==> src/rtl/rowhammer_engine.sv <==
// rowhammer_engine
//   Avalon-MM master that runs one row-hammer experiment per start pulse.
//   It writes a replicated 32-bit pattern to a victim row and then alternately
//   reads two aggressor rows with up to MAX_OUTST reads in flight. It waits for
//   every response, reads the victim back and reports how many bits differ
//   from the pattern.
//
// Ports
//   clk_clk, reset_reset       : clock, asynchronous active-high reset
//   cfg_start                  : start pulse (only honoured in IDLE or DONE)
//   cfg_aggr_a/_b, cfg_victim  : aggressor and victim addresses
//   cfg_pattern, cfg_count     : 32-bit pattern word, hammer iterations
//   status_busy/_done          : run in progress / result valid
//   status_flips               : popcount(victim readback ^ pattern)
//   status_cycles              : saturating HAMMER+DRAIN cycle count
//   status_err                 : sticky, response arrived with nothing pending
//   avm_*                      : Avalon-MM master, burst length 1, no lock
module rowhammer_engine #(
  parameter int ADDR_W    = 32,
  parameter int DATA_W    = 512,
  parameter int CNT_W     = 32,
  parameter int MAX_OUTST = 8
) (
  input  logic              clk_clk,
  input  logic              reset_reset,
  input  logic              cfg_start,
  input  logic [ADDR_W-1:0] cfg_aggr_a,
  input  logic [ADDR_W-1:0] cfg_aggr_b,
  input  logic [ADDR_W-1:0] cfg_victim,
  input  logic [31:0]       cfg_pattern,
  input  logic [CNT_W-1:0]  cfg_count,
  output logic              status_busy,
  output logic              status_done,
  output logic [9:0]        status_flips,
  output logic [CNT_W-1:0]  status_cycles,
  output logic              status_err,
  output logic [ADDR_W-1:0] avm_address,
  output logic              avm_read,
  output logic              avm_write,
  output logic [DATA_W-1:0] avm_writedata,
  output logic [5:0]        avm_burstcount,
  output logic              avm_lock,
  input  logic [DATA_W-1:0] avm_readdata,
  input  logic              avm_readdatavalid,
  input  logic              avm_waitrequest
);

  localparam int OUT_W = 6;

  typedef enum logic [2:0] {
    IDLE, WRITE_V, HAMMER, DRAIN, CHECK, CHECK_WAIT, DONE
  } state_t;

  state_t            state_reg, state_next;
  logic [ADDR_W-1:0] aggr_a_reg, aggr_b_reg, victim_reg;
  logic [31:0]       pattern_reg;
  logic [CNT_W-1:0]  count_reg;
  logic [CNT_W:0]    issued_reg;   // one extra bit: target is 2*count
  logic [OUT_W-1:0]  outst_reg;
  logic [9:0]        flips_reg;
  logic [CNT_W-1:0]  cycles_reg;
  logic              err_reg;

  logic [DATA_W-1:0] pattern_wide;
  logic [DATA_W-1:0] diff;
  logic [9:0]        popcount;
  logic [CNT_W:0]    issued_inc;
  logic              start_ok;
  logic              rd_accept;
  logic              rsp_valid;

  assign pattern_wide = {(DATA_W/32){pattern_reg}};
  assign issued_inc   = issued_reg + (CNT_W+1)'(1);
  assign start_ok     = cfg_start && (state_reg == IDLE || state_reg == DONE);
  assign rd_accept    = avm_read && !avm_waitrequest;
  // Responses are only counted against reads we actually issued.
  assign rsp_valid    = avm_readdatavalid && (outst_reg != '0);

  // Commands are decoded from registered state only, so they hold steady
  // for as long as the slave stalls. The only thing that can change during
  // a stall is the outstanding count, and it can only fall.
  always_comb begin
    state_next    = state_reg;
    avm_read      = 1'b0;
    avm_write     = 1'b0;
    avm_address   = '0;
    avm_writedata = '0;
    case (state_reg)
      IDLE: if (cfg_start) state_next = WRITE_V;
      WRITE_V: begin
        avm_write     = 1'b1;
        avm_address   = victim_reg;
        avm_writedata = pattern_wide;
        if (!avm_waitrequest)
          state_next = (count_reg != '0) ? HAMMER : DRAIN;
      end
      HAMMER: begin
        // Even-numbered reads go to A, odd to B.
        avm_address = issued_reg[0] ? aggr_b_reg : aggr_a_reg;
        avm_read    = (outst_reg != OUT_W'(MAX_OUTST));
        if (avm_read && !avm_waitrequest && issued_inc == {count_reg, 1'b0})
          state_next = DRAIN;
      end
      DRAIN: if (outst_reg == '0) state_next = CHECK;
      CHECK: begin
        avm_read    = 1'b1;
        avm_address = victim_reg;
        if (!avm_waitrequest) state_next = CHECK_WAIT;
      end
      CHECK_WAIT: if (avm_readdatavalid) state_next = DONE;
      DONE: if (cfg_start) state_next = WRITE_V;
      default: state_next = IDLE;
    endcase
  end

  always_comb begin
    diff     = avm_readdata ^ pattern_wide;
    popcount = '0;
    for (int i = 0; i < DATA_W; i++)
      popcount = popcount + 10'(diff[i]);
  end

  always_ff @(posedge clk_clk or posedge reset_reset) begin
    if (reset_reset) begin
      state_reg   <= IDLE;
      aggr_a_reg  <= '0;
      aggr_b_reg  <= '0;
      victim_reg  <= '0;
      pattern_reg <= '0;
      count_reg   <= '0;
      issued_reg  <= '0;
      outst_reg   <= '0;
      flips_reg   <= '0;
      cycles_reg  <= '0;
      err_reg     <= 1'b0;
    end else begin
      state_reg <= state_next;

      if (start_ok) begin
        aggr_a_reg  <= cfg_aggr_a;
        aggr_b_reg  <= cfg_aggr_b;
        victim_reg  <= cfg_victim;
        pattern_reg <= cfg_pattern;
        count_reg   <= cfg_count;
        issued_reg  <= '0;
        flips_reg   <= '0;
        cycles_reg  <= '0;
      end

      if (state_reg == HAMMER && rd_accept)
        issued_reg <= issued_inc;

      case ({rd_accept, rsp_valid})
        2'b10:   outst_reg <= outst_reg + 6'd1;
        2'b01:   outst_reg <= outst_reg - 6'd1;
        default: outst_reg <= outst_reg;
      endcase

      if (avm_readdatavalid && outst_reg == '0 && state_reg != CHECK_WAIT)
        err_reg <= 1'b1;

      if ((state_reg == HAMMER || state_reg == DRAIN) && cycles_reg != '1)
        cycles_reg <= cycles_reg + CNT_W'(1);

      if (state_reg == CHECK_WAIT && avm_readdatavalid)
        flips_reg <= popcount;
    end
  end

  assign status_busy    = (state_reg != IDLE) && (state_reg != DONE);
  assign status_done    = (state_reg == DONE);
  assign status_flips   = flips_reg;
  assign status_cycles  = cycles_reg;
  assign status_err     = err_reg;
  assign avm_burstcount = 6'd1;
  assign avm_lock       = 1'b0;

endmodule

==> config.mk <==
export PLATFORM = sky130hd
export DESIGN_NAME = rowhammer_engine
export DESIGN_NICKNAME = d
export VERILOG_FILES = /design/src/rtl/rowhammer_engine.sv
export SDC_FILE = /design/constraint.sdc
export NUM_CORES = 2
export LEC_CHECK = 0
export CAP_MARGIN = 10
export CORE_AREA = 4 4 501 503
export CTS_CLUSTER_SIZE = 40
export DETAILED_ROUTE_END_ITERATION = 6
export DIE_AREA = 0 0 505 507
export HOLD_SLACK_MARGIN = 0.05
export RECOVER_POWER = 100
export SLEW_MARGIN = 20
export SYNTH_ARGS = -nofsm -noshare
export SYNTH_HDL_FRONTEND = slang
export SYNTH_SLANG_ARGS = --single-unit
==> constraint.sdc <==
create_clock -name clk_clk -period 27.8 [get_ports clk_clk]
set_clock_uncertainty 0.1 [all_clocks]
set_input_delay 5.56 -clock clk_clk [delete_from_list [all_inputs] [get_ports clk_clk]]
set_output_delay 5.56 -clock clk_clk [all_outputs]
set_load 0.05 [all_outputs]
# Yosys cells after proc, flatten, opt, wreduce, memory -nomap -nowiden

Cells that the tools add are included.

Flip-flop bits (word level): 245
Bits of input ports: 677
Output and inout bits: 598
Logic and storage cells: 592

$add $sub $neg: 515
Eq/ne operators: 19
Multiplexer cells: 20
Bitwise operators: 1
Reduce and logical (&&, ||, !) cells: 26

Operators with widths:

| kind                    | count |
|---|---|
| $add A10 B1 Y10         | 502 |
| $mux W512               | 1 |
| $xor A512 B512 Y512     | 1 |
| $mux W32                | 3 |
| $mux W33                | 2 |
| $pmux W32 S2            | 1 |
| $add A33 B1 Y33 const B | 1 |
| $eq A33 B33 Y1          | 1 |
| $add A32 B1 Y32 const B | 1 |
| $ne A32 B32 Y1 const B  | 1 |
| $reduce_bool A32 Y1     | 1 |
| $mux W10                | 2 |
| $mux W3                 | 6 |
| $pmux W3 S6             | 1 |
| $pmux W6 S2             | 1 |
| $logic_and A1 B1 Y1     | 11 |
| $add A9 B1 Y10          | 1 |
| $ne A2 B2 Y1 const B    | 5 |
| $add A8 B1 Y9           | 1 |
| $eq A3 B3 Y1 const B    | 3 |
| $add A7 B1 Y8           | 1 |
| $reduce_bool A2 Y1      | 4 |
| $add A6 B1 Y7           | 1 |
| $add A5 B1 Y6           | 1 |
| 23 further kinds        | 28 |

# Depth between registers and ports, before layout

Depth in word-level cells: 513
Gate-level depth with buffers: 36
Depth with buffers taken out: 34

# Worst setup path before layout

Ideal clock, no wire load.

Path type: input port to flip-flop
Start: in avm_readdata[377]
End: reg flips_reg[8] (netlist: status_flips[8])
Setup time: 0.133 ns
Arrival: 14.400 ns
Data required time: 27.567 ns
Setup slack: 13.167 ns
Stages on the path: 34
Buffers on the path: 0
Path through: xor2_1 -> fa_1 -> inv_1 -> fa_1 -> inv_1 -> fa_1 -> fa_1 -> inv_1 -> fa_1 -> inv_1 -> fa_1 -> inv_1 -> fa_1 -> inv_1 -> fa_1 -> inv_1 -> fa_1 -> fa_1 -> inv_1 -> fa_1 -> inv_1 -> fa_1 -> fa_1 -> inv_1 -> ha_1 -> fa_1 -> a21o_1 -> a21oi_1 -> o21bai_1 -> a21oi_1 -> o21bai_1 -> a21oi_1 -> xor2_1 -> o21ai_0

Cells in the longest elaborated chain, start to end: 137

RTL lines:

| element                         | line | text |
|---|---|---|
| start, declared                 | 43   | `input logic [DATA_W-1:0] avm_readdata,` |
| $xor A512 B512 Y512             | 117  | `diff = avm_readdata ^ pattern_wide;` |
| $add A10 B1 Y10 (135 in series) | 120  | `popcount = popcount + 10'(diff[i]);` |
| $mux W10                        | 165  | `if (state_reg == CHECK_WAIT && avm_readdatavalid)` |
| end signal, assigned            | 166  | `flips_reg <= popcount;` |
| end, declared                   | 60   | `logic [9:0] flips_reg;` |

No other way between the ends.
A chain may end at the register's enable or synchronous reset.

# Worst setup path in the final report

Start: in avm_readdata[167]
End: reg flips_reg[8] (netlist: status_flips[8])

Cells in the longest elaborated chain, start to end: 347

RTL lines:

| element                         | line |
|---|---|
| $xor A512 B512 Y512             | 117 |
| $add A10 B1 Y10 (345 in series) | 120 |
| $mux W10                        | 165 |

No other way between the ends.

==> metrics.txt <==
Hold Crit Class flop to flop; Final Critical Period 15,610 ps; failing checks max-capacitance violations, max-slew violations; cts bufs inserted 28; fraction of registers with async set/reset 1.00; # hold bufs at CTS 0; antenna-violating nets left 0; CTS Buffer Depth 3; die height about 510 um; Syn-to-layout area delta 42.5%; CTS root buf clkbuf_16; cell count after synthesis 3,593; number of cells on the critical path 33; final hold vios 0; reg2reg setup slack 16,610 ps; setup ws final ~12,000 ps; die area between 200,000 and 300,000 um2; pre-CTS WS 11,640 ps; synth top area cells fa_1 30%, dfrtp_1 18%, buf_4 11%; Crit path max-delay family adder cells; GRT overflow 0; share of cells above drive strength 1 0.0368; vias in the first global route 29,600; critical path start-end classification primary input to flop; most used cell, CP fa_1; Worst Setup EP status_flips[8]$_DFFE_PP0P_; Wirelength per Cell 26.6 um; Resized cells post-CTS 0; status finished with violations; initial antenna violation count 108; Seq/Total Area, Yosys 0.184; Die Wd a little over 500 um; CP max stage delay 700 ps; Iter 0 DRT Violations approximately 1,600; post-synth cell types 61; RR Endpoint status_flips[8]$_DFFE_PP0P_; GRT Total Usage 0.153; Sink Count 245; Initial Utilization 0.136; Slew Limit Fails 650; R2R Path Start pattern_reg[7]$_DFFE_PP0P_; dpl hpwl 172 mm; largest net degree at the start of global routing 120; number of synthesized flops with an enable pin 0; top cell type's share of synthesized area 0.297; first-pass iteration count of the detailed router 5; Buf/Inv on CP 9; Syn Area/Cell around 9.3 um2; first-pass GRT wire length ~270 mm; YS warnings 0; post-synthesis cell area 33,400 um2; r2r worst-path depth 33; Critical Path AT roughly 16,000 ps; critical path startpoint category primary input; Synth Register Bits 245; routed vias approximately 27,000; Fillers between 20,000 and 30,000; final wirelength 203 mm; Skew-Pair Late Insertion Delay about 640 ps; crit path from avm_readdata[167]; RSZ-0062 raised after global routing no; nets ~5,600; CP Capture Type flop; I/O Buffers 1,267; clock slew at reported path FFs 80 ps; area leader, netlist fa_1; max cap viols 16; Setup Total Neg Slack 0 ps; critical path's slowest cell fa_1; top fanout value on the critical path 2; # H-tree levels 1; max reg flops 33; vias per inst 3.53; WP data required 28,150 ps; CORE AREA 246,000 um2; Rel. slew slack -3.05; DRC 0; Max Fclk 64.0 MHz; RD Place Congestion 0.904; I/O pin total 1,275; measured slew at the worst slew-check pin 6050 ps; CTS tree built; Row Count 182; setup violators final 0; final cycle utilization of the critical path 0.562; Post-CTS Repair Setup Buffers 0; Synth Flop Type dfrtp_1
## cells in the mapped netlist (5+ instances only)
library cell,n
o31ai_1,25
nor4_1,14
fa_1,496
inv_1,494
o21ai_1,8
dfrtp_1,245
clkbuf_1,128
nand4_1,16
o211ai_1,5
and4_1,6
a21oi_1,24
xnor2_1,256
nor2b_1,11
buf_1,12
o21bai_1,6
xor2_1,316
ha_1,73
o41ai_1,5
nand3_1,47
and2_1,36
nor2_1,43
and3_1,16
mux2i_1,50
o21ai_0,101
nor3_1,17
nand2_1,591
nand2b_1,5
buf_4,489
## routing by layer
metal  GRT usage  wire [um]  vias to the layer above
met5           0         66                        -
met4      0.0822      12100                       10
met3      0.0246      11800                      309
met2       0.292     110000                     1339
met1       0.160      68900                    13400
li1            -          -                    11900
## worst min-delay path: cells and delay by family, from the launching register on
kind,cells,cell delay (ps)
flip-flops,1,340
AND/OR/NAND/NOR,2,100
## cell type report
class                           instances  area [um2]  area share
Clock inverter                         17         253     0.00531
Tap cell                             3220        4030      0.0847
Sequential cell                       245        6170       0.130
Timing Repair Buffer                 1331       13100       0.276
Antenna cell                           65         163     0.00342
Inverter                              494        1860      0.0390
Multi-Input combinational cell       2226       21200       0.446
Clock buffer                           35         757      0.0159
## placed cells by master (no fill, tap or decap), types with 6 or more instances in the layout
master and instances:
xnor2_1 256, dlygate4sd3_1 572, diode_2 65, o21ai_0 108, nor4_1 14, and3_1 16
a21oi_1 24, dfrtp_1 212, nor2_1 43, nand4_1 16, and4_1 6, nand3_1 47
nor2b_1 11, clkdlybuf4s50_1 695, mux2i_1 50, o21bai_1 6, clkinv_2 6, and2_1 11
ha_1 73, nand2_1 590, inv_1 493, dfrtp_2 33, fa_1 496, clkbuf_16 28
nor3_1 16, xor2_1 316, and2_0 25, buf_4 59, clkbuf_1 9, o31ai_1 25
conb_1 7
## how the worst min path moves through the flow
stage / cells past startpoint / from / slack, ps / end
global placement: 2 / aggr_a_reg[3]$_DFFE_PP0P_ / 360 / aggr_a_reg[3]$_DFFE_PP0P_
floorplan: 1 / outst_reg[5]$_DFFE_PP0P_ / 340 / outst_reg[5]$_DFFE_PP0P_
finish: 2 / aggr_a_reg[2]$_DFFE_PP0P_ / 370 / aggr_a_reg[2]$_DFFE_PP0P_
global route: 2 / aggr_b_reg[19]$_DFFE_PP0P_ / 380 / aggr_b_reg[19]$_DFFE_PP0P_
CTS: 2 / aggr_a_reg[2]$_DFFE_PP0P_ / 380 / aggr_a_reg[2]$_DFFE_PP0P_
detailed placement: 2 / aggr_a_reg[3]$_DFFE_PP0P_ / 360 / aggr_a_reg[3]$_DFFE_PP0P_
## metrics by stage
step / instances / hold WS, ps / area (um2) / utilization
2_1_floorplan: 3598 / 343 / 33400 / -
3_3_place_gp: 7516 / 356 / 46500 / 0.189
3_5_place_dp: 7516 / 362 / 46500 / 0.189
4_1_cts: 7568 / 378 / 47500 / 0.193
5_1_grt: 7606 / 382 / 47500 / 0.193
6_report: 7633 / 373 / 47600 / 0.194
## logic make-up after synthesis
group | after synthesis | synth area share
AOI/OAI and AO/OA | 205 | 0.0371
xor gates and xnor gates | 572 | 0.150
adders and majority gates | 569 | 0.325
buffers and inverters | 1127 | 0.182
DFF | 245 | 0.184
muxes | 50 | 0.0150
other | 2 | 0.000225
and+or+nand+nor | 823 | 0.107
Power is left out: the tool's default activity adds up to more than one toggle a clock period on the data nets, which glitch-free logic cannot reach.
